<file path="config.mk">
export PLATFORM = sky130hd
export DESIGN_NAME = poly_coeff_streamer_flat
export DESIGN_NICKNAME = d
export VERILOG_FILES = /design/src/rtl/poly_pkg.sv /design/src/rtl/poly_coeff_streamer_if.sv /design/src/rtl/coeff_rot_reg.sv /design/src/rtl/poly_coeff_streamer.sv /design/src/flat_wrapper.sv
export SDC_FILE = /design/constraint.sdc
export NUM_CORES = 1
export LEC_CHECK = 0
export CORE_MARGIN = 2
export CORE_UTILIZATION = 40
export CTS_CLUSTER_SIZE = 20
export DETAILED_ROUTE_END_ITERATION = 6
export HOLD_SLACK_MARGIN = 0.12
export PLACE_DENSITY = 0.62
export SYNTH_ARGS = -nofsm -noshare
export SYNTH_HDL_FRONTEND = slang
export SYNTH_SLANG_ARGS = --single-unit
export TNS_END_PERCENT = 5
</file>
<file path="constraint.sdc">
create_clock -name clk -period 1.9 [get_ports clk]
set_input_delay 0.57 -clock clk [delete_from_list [all_inputs] [get_ports clk]]
set_output_delay 0.57 -clock clk [all_outputs]
set_load 0.02 [all_outputs]
</file>
<file path="src/rtl/poly_pkg.sv">
// Shared definitions for the polynomial coefficient streamer: mode encoding,
// FSM states and the two's-complement negation helper.
package poly_pkg;

  localparam logic MODE_CYCLIC     = 1'b0;
  localparam logic MODE_NEGACYCLIC = 1'b1;

  typedef enum logic [1:0] {
    ST_IDLE,
    ST_PRIME,
    ST_STREAM,
    ST_FIN
  } state_t;

  localparam int NEG_MAX_W = 64;

  // Callers zero-extend into this width and keep the low W bits, so the most
  // negative W-bit value wraps onto itself.
  function automatic logic [NEG_MAX_W-1:0] neg_coeff(input logic [NEG_MAX_W-1:0] v);
    return ~v + NEG_MAX_W'(1);
  endfunction

endpackage

</file>
<file path="src/rtl/poly_coeff_streamer_if.sv">
// Handshake and operand bus between the coefficient streamer and its user.
interface poly_coeff_streamer_if #(
  parameter int N = 4,
  parameter int W = 2
);
  localparam int CW = $clog2(N);

  logic           start;
  logic           mode;
  logic [N*W-1:0] data_in;
  logic           out_valid;
  logic           out_ready;
  logic [W-1:0]   out_data;
  logic [CW-1:0]  out_round;
  logic [CW-1:0]  out_beat;
  logic           out_last;
  logic           busy;
  logic           done;

  modport master (
    output start, mode, data_in, out_ready,
    input  out_valid, out_data, out_round, out_beat, out_last, busy, done
  );

  modport slave (
    input  start, mode, data_in, out_ready,
    output out_valid, out_data, out_round, out_beat, out_last, busy, done
  );

endinterface

</file>
<file path="src/rtl/coeff_rot_reg.sv">
// N x W coefficient register with parallel load and a one-position rotate;
// the wrapped coefficient is optionally negated (multiplication by x mod x^N+1).
module coeff_rot_reg
  import poly_pkg::*;
#(
  parameter int N = 4,
  parameter int W = 2
) (
  input  logic           clk,
  input  logic           rst_n,
  input  logic           load_en,
  input  logic [N*W-1:0] load_data,
  input  logic           rot_en,
  input  logic           neg_en,
  output logic [N*W-1:0] q
);

  logic [W-1:0] tail;
  logic [W-1:0] wrap_val;

  assign tail     = q[(N-1)*W +: W];
  assign wrap_val = neg_en ? W'(neg_coeff(NEG_MAX_W'(tail))) : tail;

  always_ff @(posedge clk or negedge rst_n) begin
    if (!rst_n) begin
      q <= '0;
    end else if (load_en) begin
      q <= load_data;
    end else if (rot_en) begin
      q <= {q[(N-1)*W-1:0], wrap_val};
    end
  end

endmodule

</file>
<file path="src/rtl/poly_coeff_streamer.sv">
// Coefficient shift-register unit: CSR1 steps b*x^r once per round while CSR2
// streams the current row, highest coefficient first, one beat per handshake.
module poly_coeff_streamer
  import poly_pkg::*;
#(
  parameter int N = 4,
  parameter int W = 2
) (
  input  logic                  clk,
  input  logic                  rst_n,
  poly_coeff_streamer_if.slave  bus
);

  localparam int            CW   = $clog2(N);
  localparam logic [CW-1:0] LAST = CW'(N-1);

  state_t         state, state_nxt;
  logic           mode_q;
  logic [CW-1:0]  round_q, round_nxt;
  logic [CW-1:0]  beat_q, beat_nxt;
  logic [N*W-1:0] csr1_q, csr2_q;
  logic           accept;
  logic           load_csr1;
  logic           advance_row;
  logic           rot_csr2;

  assign accept = (state == ST_STREAM) && bus.out_ready;

  always_ff @(posedge clk or negedge rst_n) begin
    if (!rst_n) begin
      state   <= ST_IDLE;
      mode_q  <= MODE_CYCLIC;
      round_q <= '0;
      beat_q  <= '0;
    end else begin
      state   <= state_nxt;
      round_q <= round_nxt;
      beat_q  <= beat_nxt;
      if (load_csr1) begin
        mode_q <= bus.mode;
      end
    end
  end

  // advance_row hands the next rotated row to CSR2 and steps CSR1 in the same
  // edge, which is what removes the bubble between rounds.
  always_comb begin
    state_nxt   = state;
    round_nxt   = round_q;
    beat_nxt    = beat_q;
    load_csr1   = 1'b0;
    advance_row = 1'b0;
    rot_csr2    = 1'b0;
    case (state)
      ST_IDLE: begin
        if (bus.start) begin
          load_csr1 = 1'b1;
          state_nxt = ST_PRIME;
        end
      end
      ST_PRIME: begin
        advance_row = 1'b1;
        round_nxt   = '0;
        beat_nxt    = '0;
        state_nxt   = ST_STREAM;
      end
      ST_STREAM: begin
        if (accept) begin
          if (beat_q != LAST) begin
            rot_csr2 = 1'b1;
            beat_nxt = beat_q + CW'(1);
          end else if (round_q != LAST) begin
            advance_row = 1'b1;
            beat_nxt    = '0;
            round_nxt   = round_q + CW'(1);
          end else begin
            state_nxt = ST_FIN;
          end
        end
      end
      ST_FIN: begin
        state_nxt = ST_IDLE;
      end
      default: begin
        state_nxt = ST_IDLE;
      end
    endcase
  end

  coeff_rot_reg #(.N(N), .W(W)) u_csr1 (
    .clk       (clk),
    .rst_n     (rst_n),
    .load_en   (load_csr1),
    .load_data (bus.data_in),
    .rot_en    (advance_row),
    .neg_en    (mode_q == MODE_NEGACYCLIC),
    .q         (csr1_q)
  );

  coeff_rot_reg #(.N(N), .W(W)) u_csr2 (
    .clk       (clk),
    .rst_n     (rst_n),
    .load_en   (advance_row),
    .load_data (csr1_q),
    .rot_en    (rot_csr2),
    .neg_en    (1'b0),
    .q         (csr2_q)
  );

  assign bus.out_valid = (state == ST_STREAM);
  assign bus.out_data  = csr2_q[(N-1)*W +: W];
  assign bus.out_round = round_q;
  assign bus.out_beat  = beat_q;
  assign bus.out_last  = (state == ST_STREAM) && (round_q == LAST) && (beat_q == LAST);
  assign bus.busy      = (state != ST_IDLE);
  assign bus.done      = (state == ST_FIN);

endmodule

</file>
<file path="src/flat_wrapper.sv">
// flat-port wrapper written by rule: the top's interface ports become plain ports
module poly_coeff_streamer_flat import poly_pkg::*;
#(
  parameter int N = 4,
  parameter int W = 2
)
  (clk, rst_n, bus_start, bus_mode, bus_data_in, bus_out_ready, bus_out_valid, bus_out_data, bus_out_round, bus_out_beat, bus_out_last, bus_busy, bus_done);
  poly_coeff_streamer_if #(.N(N), .W(W)) bus_i ();
  input  logic clk;
  input  logic rst_n;
  input wire logic [$bits(bus_i.start)-1:0] bus_start;
  input wire logic [$bits(bus_i.mode)-1:0] bus_mode;
  input wire logic [$bits(bus_i.data_in)-1:0] bus_data_in;
  input wire logic [$bits(bus_i.out_ready)-1:0] bus_out_ready;
  output wire logic [$bits(bus_i.out_valid)-1:0] bus_out_valid;
  output wire logic [$bits(bus_i.out_data)-1:0] bus_out_data;
  output wire logic [$bits(bus_i.out_round)-1:0] bus_out_round;
  output wire logic [$bits(bus_i.out_beat)-1:0] bus_out_beat;
  output wire logic [$bits(bus_i.out_last)-1:0] bus_out_last;
  output wire logic [$bits(bus_i.busy)-1:0] bus_busy;
  output wire logic [$bits(bus_i.done)-1:0] bus_done;
  assign bus_i.start = bus_start;
  assign bus_i.mode = bus_mode;
  assign bus_i.data_in = bus_data_in;
  assign bus_i.out_ready = bus_out_ready;
  assign bus_out_valid = bus_i.out_valid;
  assign bus_out_data = bus_i.out_data;
  assign bus_out_round = bus_i.out_round;
  assign bus_out_beat = bus_i.out_beat;
  assign bus_out_last = bus_i.out_last;
  assign bus_busy = bus_i.busy;
  assign bus_done = bus_i.done;
  poly_coeff_streamer #(.N(N), .W(W)) u_core (.clk(clk), .rst_n(rst_n), .bus(bus_i));
endmodule
</file>
After elaboration in Yosys (flattened, before gate mapping)
Cells that the tools add are included.
- add/sub/neg operators: 3
- multipliers: 0
- divide/modulo/power cells: 0
- magnitude comparators: 0
- equal/unequal tests: 13
- shift operators: 0
- mux-type cells: 27
- bitwise operators: 1
- reduce and logical (&&, ||, !) cells: 11
- operator list (operator ; count):
    $mux 8 ; 4
    $mux 2 ; 11
    $ne 2x2->1 const B ; 5
    $eq 2x2->1 const B ; 4
    $mux 1 ; 8
    $pmux 2 s2 ; 2
    $pmux 2 s4 ; 1
    $reduce_and 4->1 ; 2
    $reduce_bool 2->1 ; 4
    $add 2x1->2 const B ; 3
    $ne 2x1->1 const B ; 2
    $logic_and 1x1->1 ; 3
    $ne 3x1->1 const B ; 1
    $reduce_and 3->1 ; 1
    $eq 2x1->1 const B ; 1
    $logic_not 2->1 ; 1
    $not 2->2 ; 1
    $pmux 1 s2 ; 1
- register bits after elaboration: 23
- latch bits: 0
- bits in writable memories: 0
- memory bits (read-only): 0
- bits of input ports: 13
- output and inout bits: 10
- memories kept: 0

Depth between registers and ports, before layout
- depth in word-level cells: 7
- gate-level depth with buffers: 6
- depth with buffers taken out: 5

Cells and area by module
A second synthesis with hierarchy kept.
- cells, all modules: 122
- area, all modules: 1256.2 µm²
- by module, submodules not included (module ; times used ; cells each ; area each (µm²) ; sequential area each (µm²)):
    coeff_rot_reg ; 2 ; 37 ; 389.1 ; 200.2
    poly_coeff_streamer ; 1 ; 48 ; 478.0 ; 175.2

Worst setup path before layout
Ideal clock, no wire load.
- path type: register -> register
- start: register u_core.state[0]
- end: register u_core.u_csr2.q[0]
- setup time: 0.125 ns
- arrival: 1.694 ns
- data required time: 1.775 ns
- path slack: 0.081 ns
- stages on the path, launching flop included: 7
- path buffers: 1
- period minus slack after synthesis: 1.819 ns
- path through: dfrtp_1 inv_1 ha_1 buf_4 nand3b_2 mux2_2 mux2_2
- word-level cells in the longest chain between the ends: 5
- elaborated cells between the ends (all ways): 9
- those cells by class: eq/ne: 2; mux: 5; reduce/logical: 2
- RTL lines (item ; RTL line ; text):
    start: declaration ; poly_coeff_streamer.sv:17 ; state_t state, state_nxt;
    start signal: assignment ; poly_coeff_streamer.sv:36 ; state <= state_nxt;
    $eq 2x2->1 * ; -- ;
    via bus_out_valid ; flat_wrapper.sv:15 ; output wire logic [$bits(bus_i.out_valid)-1:0] bus_out_valid;
    $logic_and 1x1->1 ; poly_coeff_streamer.sv:27 ; assign accept = (state == ST_STREAM) && bus.out_ready;
    $mux 1 ; poly_coeff_streamer.sv:68 ; if (accept) begin
    $pmux 1 s2 / $mux 1 (equally long branches) ; poly_coeff_streamer.sv:54 ; case (state)
    $mux 8 / $reduce_bool 2->1 (equally long branches) ; -- ;
    end signal: assignment ; coeff_rot_reg.sv:28 ; q <= load_data;
    end signal: assignment ; coeff_rot_reg.sv:30 ; q <= {q[(N-1)*W-1:0], wrap_val};
    end: declaration ; coeff_rot_reg.sv:15 ; output logic [N*W-1:0] q
Mark *: on every way through the listed nets, which the timed path passes. The rest lies on a longest branch.
A chain may end at the register's enable or synchronous reset.

Worst setup path in the final report
- start: register u_core.state[1]
- end: register u_core.u_csr2.q[7]
- word-level cells in the longest chain between the ends: 5
- elaborated cells between the ends (all ways): 9
- those cells by class: eq/ne: 2; mux: 5; reduce/logical: 2
- RTL lines (item ; RTL line):
    $eq 2x2->1 ; poly_coeff_streamer.sv:27, poly_coeff_streamer.sv:54
    $logic_and 1x1->1 ; poly_coeff_streamer.sv:27
    $mux 1 ; poly_coeff_streamer.sv:68
    $pmux 1 s2 / $mux 1 (equally long branches) ; poly_coeff_streamer.sv:54
    $mux 8 / $reduce_bool 2->1 (equally long branches) ; --
Several ways; a longest one is shown, not always the timed one.

==> metrics.md <==
| Metric | Value |
|---|---|
| RSZ-0062 raised after global routing | yes |
| Num rows | 21 |
| DRT Wirelength | 2.91 mm |
| Initial antenna violation count | 0 |
| Crit Reg-Reg Endpoint | u_core.u_csr2.q[7] |
| Sink Count | 23 |
| Final hold viol count | 0 |
| Critical path arrival | 2.06 ns |
| Synthesis-to-layout area growth | 33.4% |
| Count of hold-fix buffers inserted at cts | 0 |
| P_leak | 0.897 nW |
| Worst-margin pin slew | 0.435 ns |
| Crit path time final | 1.85 ns |
| Met2 usage | 0.255 |
| Die X | 62.6 um |
| H-tree depth | 1 |
| Worst ir drop on vdd | 0.000868 V |
| Met1 usage | 0.214 |
| Slew Limit Headroom | 0.710 |
| Status | finished clean |
| CP Launch Type | register |
| Max Cap Viol | 0 |
| Largest net degree at the start of global routing | 24 |
| Core area | 3310 um^2 |
| Clock root buffer | clkbuf_4 |
| Pre-CTS worst setup slack | -0.277 ns |
| DIE HEIGHT | 62.6 um |
| Hold Crit Class | register to register |
| Drt drc | 0 |
| Drt initial violations | 41 |
| Post-route clock period utilization | 0.972 |
| Total GRT Usage | 0.158 |
| Critical path, cell by cell | ha_2 > buf_6 > buf_6 > and4b_2 > o21ai_4 > buf_6 > mux2_2 |
| Pwr/cell area | 1510 nW/um^2 |
| Hold_ws | 0.516 ns |
| Skew final | 0.00490 ns |
| Most frequent cells in the layout | dfrtp_1, buf_4, nand2_1 |
| Top Usage Layer GRT | met2 |
| CTS Buf Count | 3 |
| CTS tree | done |
| CP top delay family | flip-flops |
| Critical path peak fanout | 4 |
| Final core utilization | 0.553 |
| End of the worst hold path | u_core.mode_q |
| Vias in the first global route | 1028 |
| R2R cell count | 7 |
| PortBufs | 22 |
| Post-layout nets | 186 |
| Reg clk slew, reported paths | 0.12 ns |
| Post-Syn Area per Cell | 11.2 um^2 |
| Bufs and invs on worst path | 3 |
| Placed cell count | 202 |
| Die Area | 3910 um^2 |
| Hold_sp | u_core.mode_q |
| Slowest-stage cell, CP | dfrtp_1 |
| Worst r2r src | u_core.state[1] |
| Number of setup violations in the final report | 0 |
| Final GP Congestion | 0.733 |
| Synth Warn # | 0 |
| Ant. Diodes | 0 |
| ANT nets after route | 0 |
| Post-Syn Nets | 142 |
| CP max stage delay | 0.42 ns |
| Overflow after GRT | 0 |
| First-pass GRT wire length | 4.91 mm |
| Initial Utilization | 0.414 |
| Crit Path Class | register to register |
| Fmax | 541 MHz |
| Cell count after synthesis | 122 |
| Fin cells | 211 |
| Commonest non-fill, non-tap cell in the layout | dfrtp_1 |
| GRT met3 Usage | 0.0162 |
| Pins Over Slew Limit | 0 |
| Crit-path most repeated cell | buf_6 |
| Critical Path End Type | register |
| DP HPWL | 2.15 mm |
| Worst skew pair latency | 0.32 ns |
| Hold path cells | 2 |
| Sequential fraction of the synthesis area | 0.420 |
| Netlist cell types | 29 |
| R2R Setup Slk | 0.05 ns |
| Layout cells sized above 1 | 0.364 |
| Clock buffer depth | 2 |
| Io pins | 23 |
| Via density | 5.11 |
| Drt pass-1 iters | 4 |
| CP required | 2.11 ns |
| PnR worst setup slack | 0.0526 ns |
| Mapped cell area | 1370 um^2 |
| Vias | 1079 |
| Post-synthesis register bit count | 23 |
| WL per Instance | 13.8 um |
-- kinds of logic (layout without fill, tap and decap cells) --
family                     Yosys count  count (layout)  synth area share
adders and majority gates            7               7            0.0639
xor gates and xnor gates             1               1           0.00639
and+or+nand+nor                     31              31             0.114
muxes                               21              21             0.170
AOI/OAI and AO/OA                   27              27             0.165
DFF                                 23              23             0.420
buffers and inverters               12              55            0.0611
-- final cells by class --
class / count / area, um^2
multi-input cells: 87 / 748
inverters: 4 / 15.0
clock buffers: 4 / 26.3
fillers: 324 / 1480
repair buffers: 47 / 407
well taps: 46 / 57.6
flip-flops and latches: 23 / 576
-- cell usage after synthesis (all sizes together) --
cell type | instances | area share
o211ai | 8 | 0.044
ha | 7 | 0.064
clkbuf | 4 | 0.026
nor2 | 2 | 0.0055
a2bb2oi | 1 | 0.0064
nand2 | 18 | 0.049
nand2b | 1 | 0.0046
dfrtp | 23 | 0.42
or4b | 1 | 0.0073
xnor2 | 1 | 0.0064
a21boi | 3 | 0.016
mux2 | 18 | 0.15
inv | 4 | 0.011
a31oi | 1 | 0.0046
nand3b | 2 | 0.014
buf | 4 | 0.025
a22o | 4 | 0.026
a21o | 1 | 0.0064
o21ai | 1 | 0.012
and4b | 1 | 0.0073
and2 | 1 | 0.0046
and3 | 2 | 0.011
o2111ai | 7 | 0.045
mux2i | 3 | 0.022
o21a | 1 | 0.0055
nand3 | 3 | 0.011
-- state kept, by name, indices dropped and copies added (netlist names) --
signal                cells
u_core.bus.out_beat       2
u_core.bus.out_round      2
u_core.mode_q             1
u_core.state              2
u_core.u_csr1.q           8
u_core.u_csr2.q           8
-- worst min-delay path, delay by kind of cell, from the launching register on --
| family | cells | cell delay [ns] |
|---|---|---|
| DFF | 1 | 0.38 |
| and+or+nand+nor | 2 | 0.11 |
-- metal layers --
metal | vias up | wire [um]
met2 | 26 | 1430
met4 | 0 | 49
li1 | 538 | -
met5 | - | 0
met1 | 511 | 1340
met3 | 4 | 91
-- repair_timing --
item | in CTS | in global routing
resized for setup | 18 | 22
buffers inserted | 0 | 5
setup endpoints to repair | 16 | 16
pin swaps | 0 | 2
-- where the power goes --
group          switching (mW)  internal, mW
logic                   0.769         0.899
clock network           0.151        0.0821
registers               0.156         0.707
-- how the worst max path moves through the flow --
stage          slack [ns]       startpoint                  to  cells after the start
3_3_place_gp        -0.23    bus_out_ready  u_core.u_csr2.q[4]                      4
6_report             0.05  u_core.state[1]  u_core.u_csr2.q[7]                      7
2_1_floorplan        0.08  u_core.state[0]  u_core.u_csr2.q[0]                      6
3_5_place_dp        -0.28    bus_out_ready  u_core.u_csr2.q[2]                      4
5_1_grt             -0.03  u_core.state[1]  u_core.u_csr2.q[5]                      7
4_1_cts             -0.07  u_core.state[0]  u_core.u_csr2.q[2]                      7
-- metrics by stage --
step	TNS, ns	area, um^2	power, mW
CTS	-0.521	1740	2.63
global route	-0.126	1830	2.99
floorplan	0	1370	1.92
finish	0	1830	2.76
global placement	-2.76	1730	2.36
detailed placement	-3.37	1730	2.43
No activity file was read; power rests on OpenSTA's default activity.
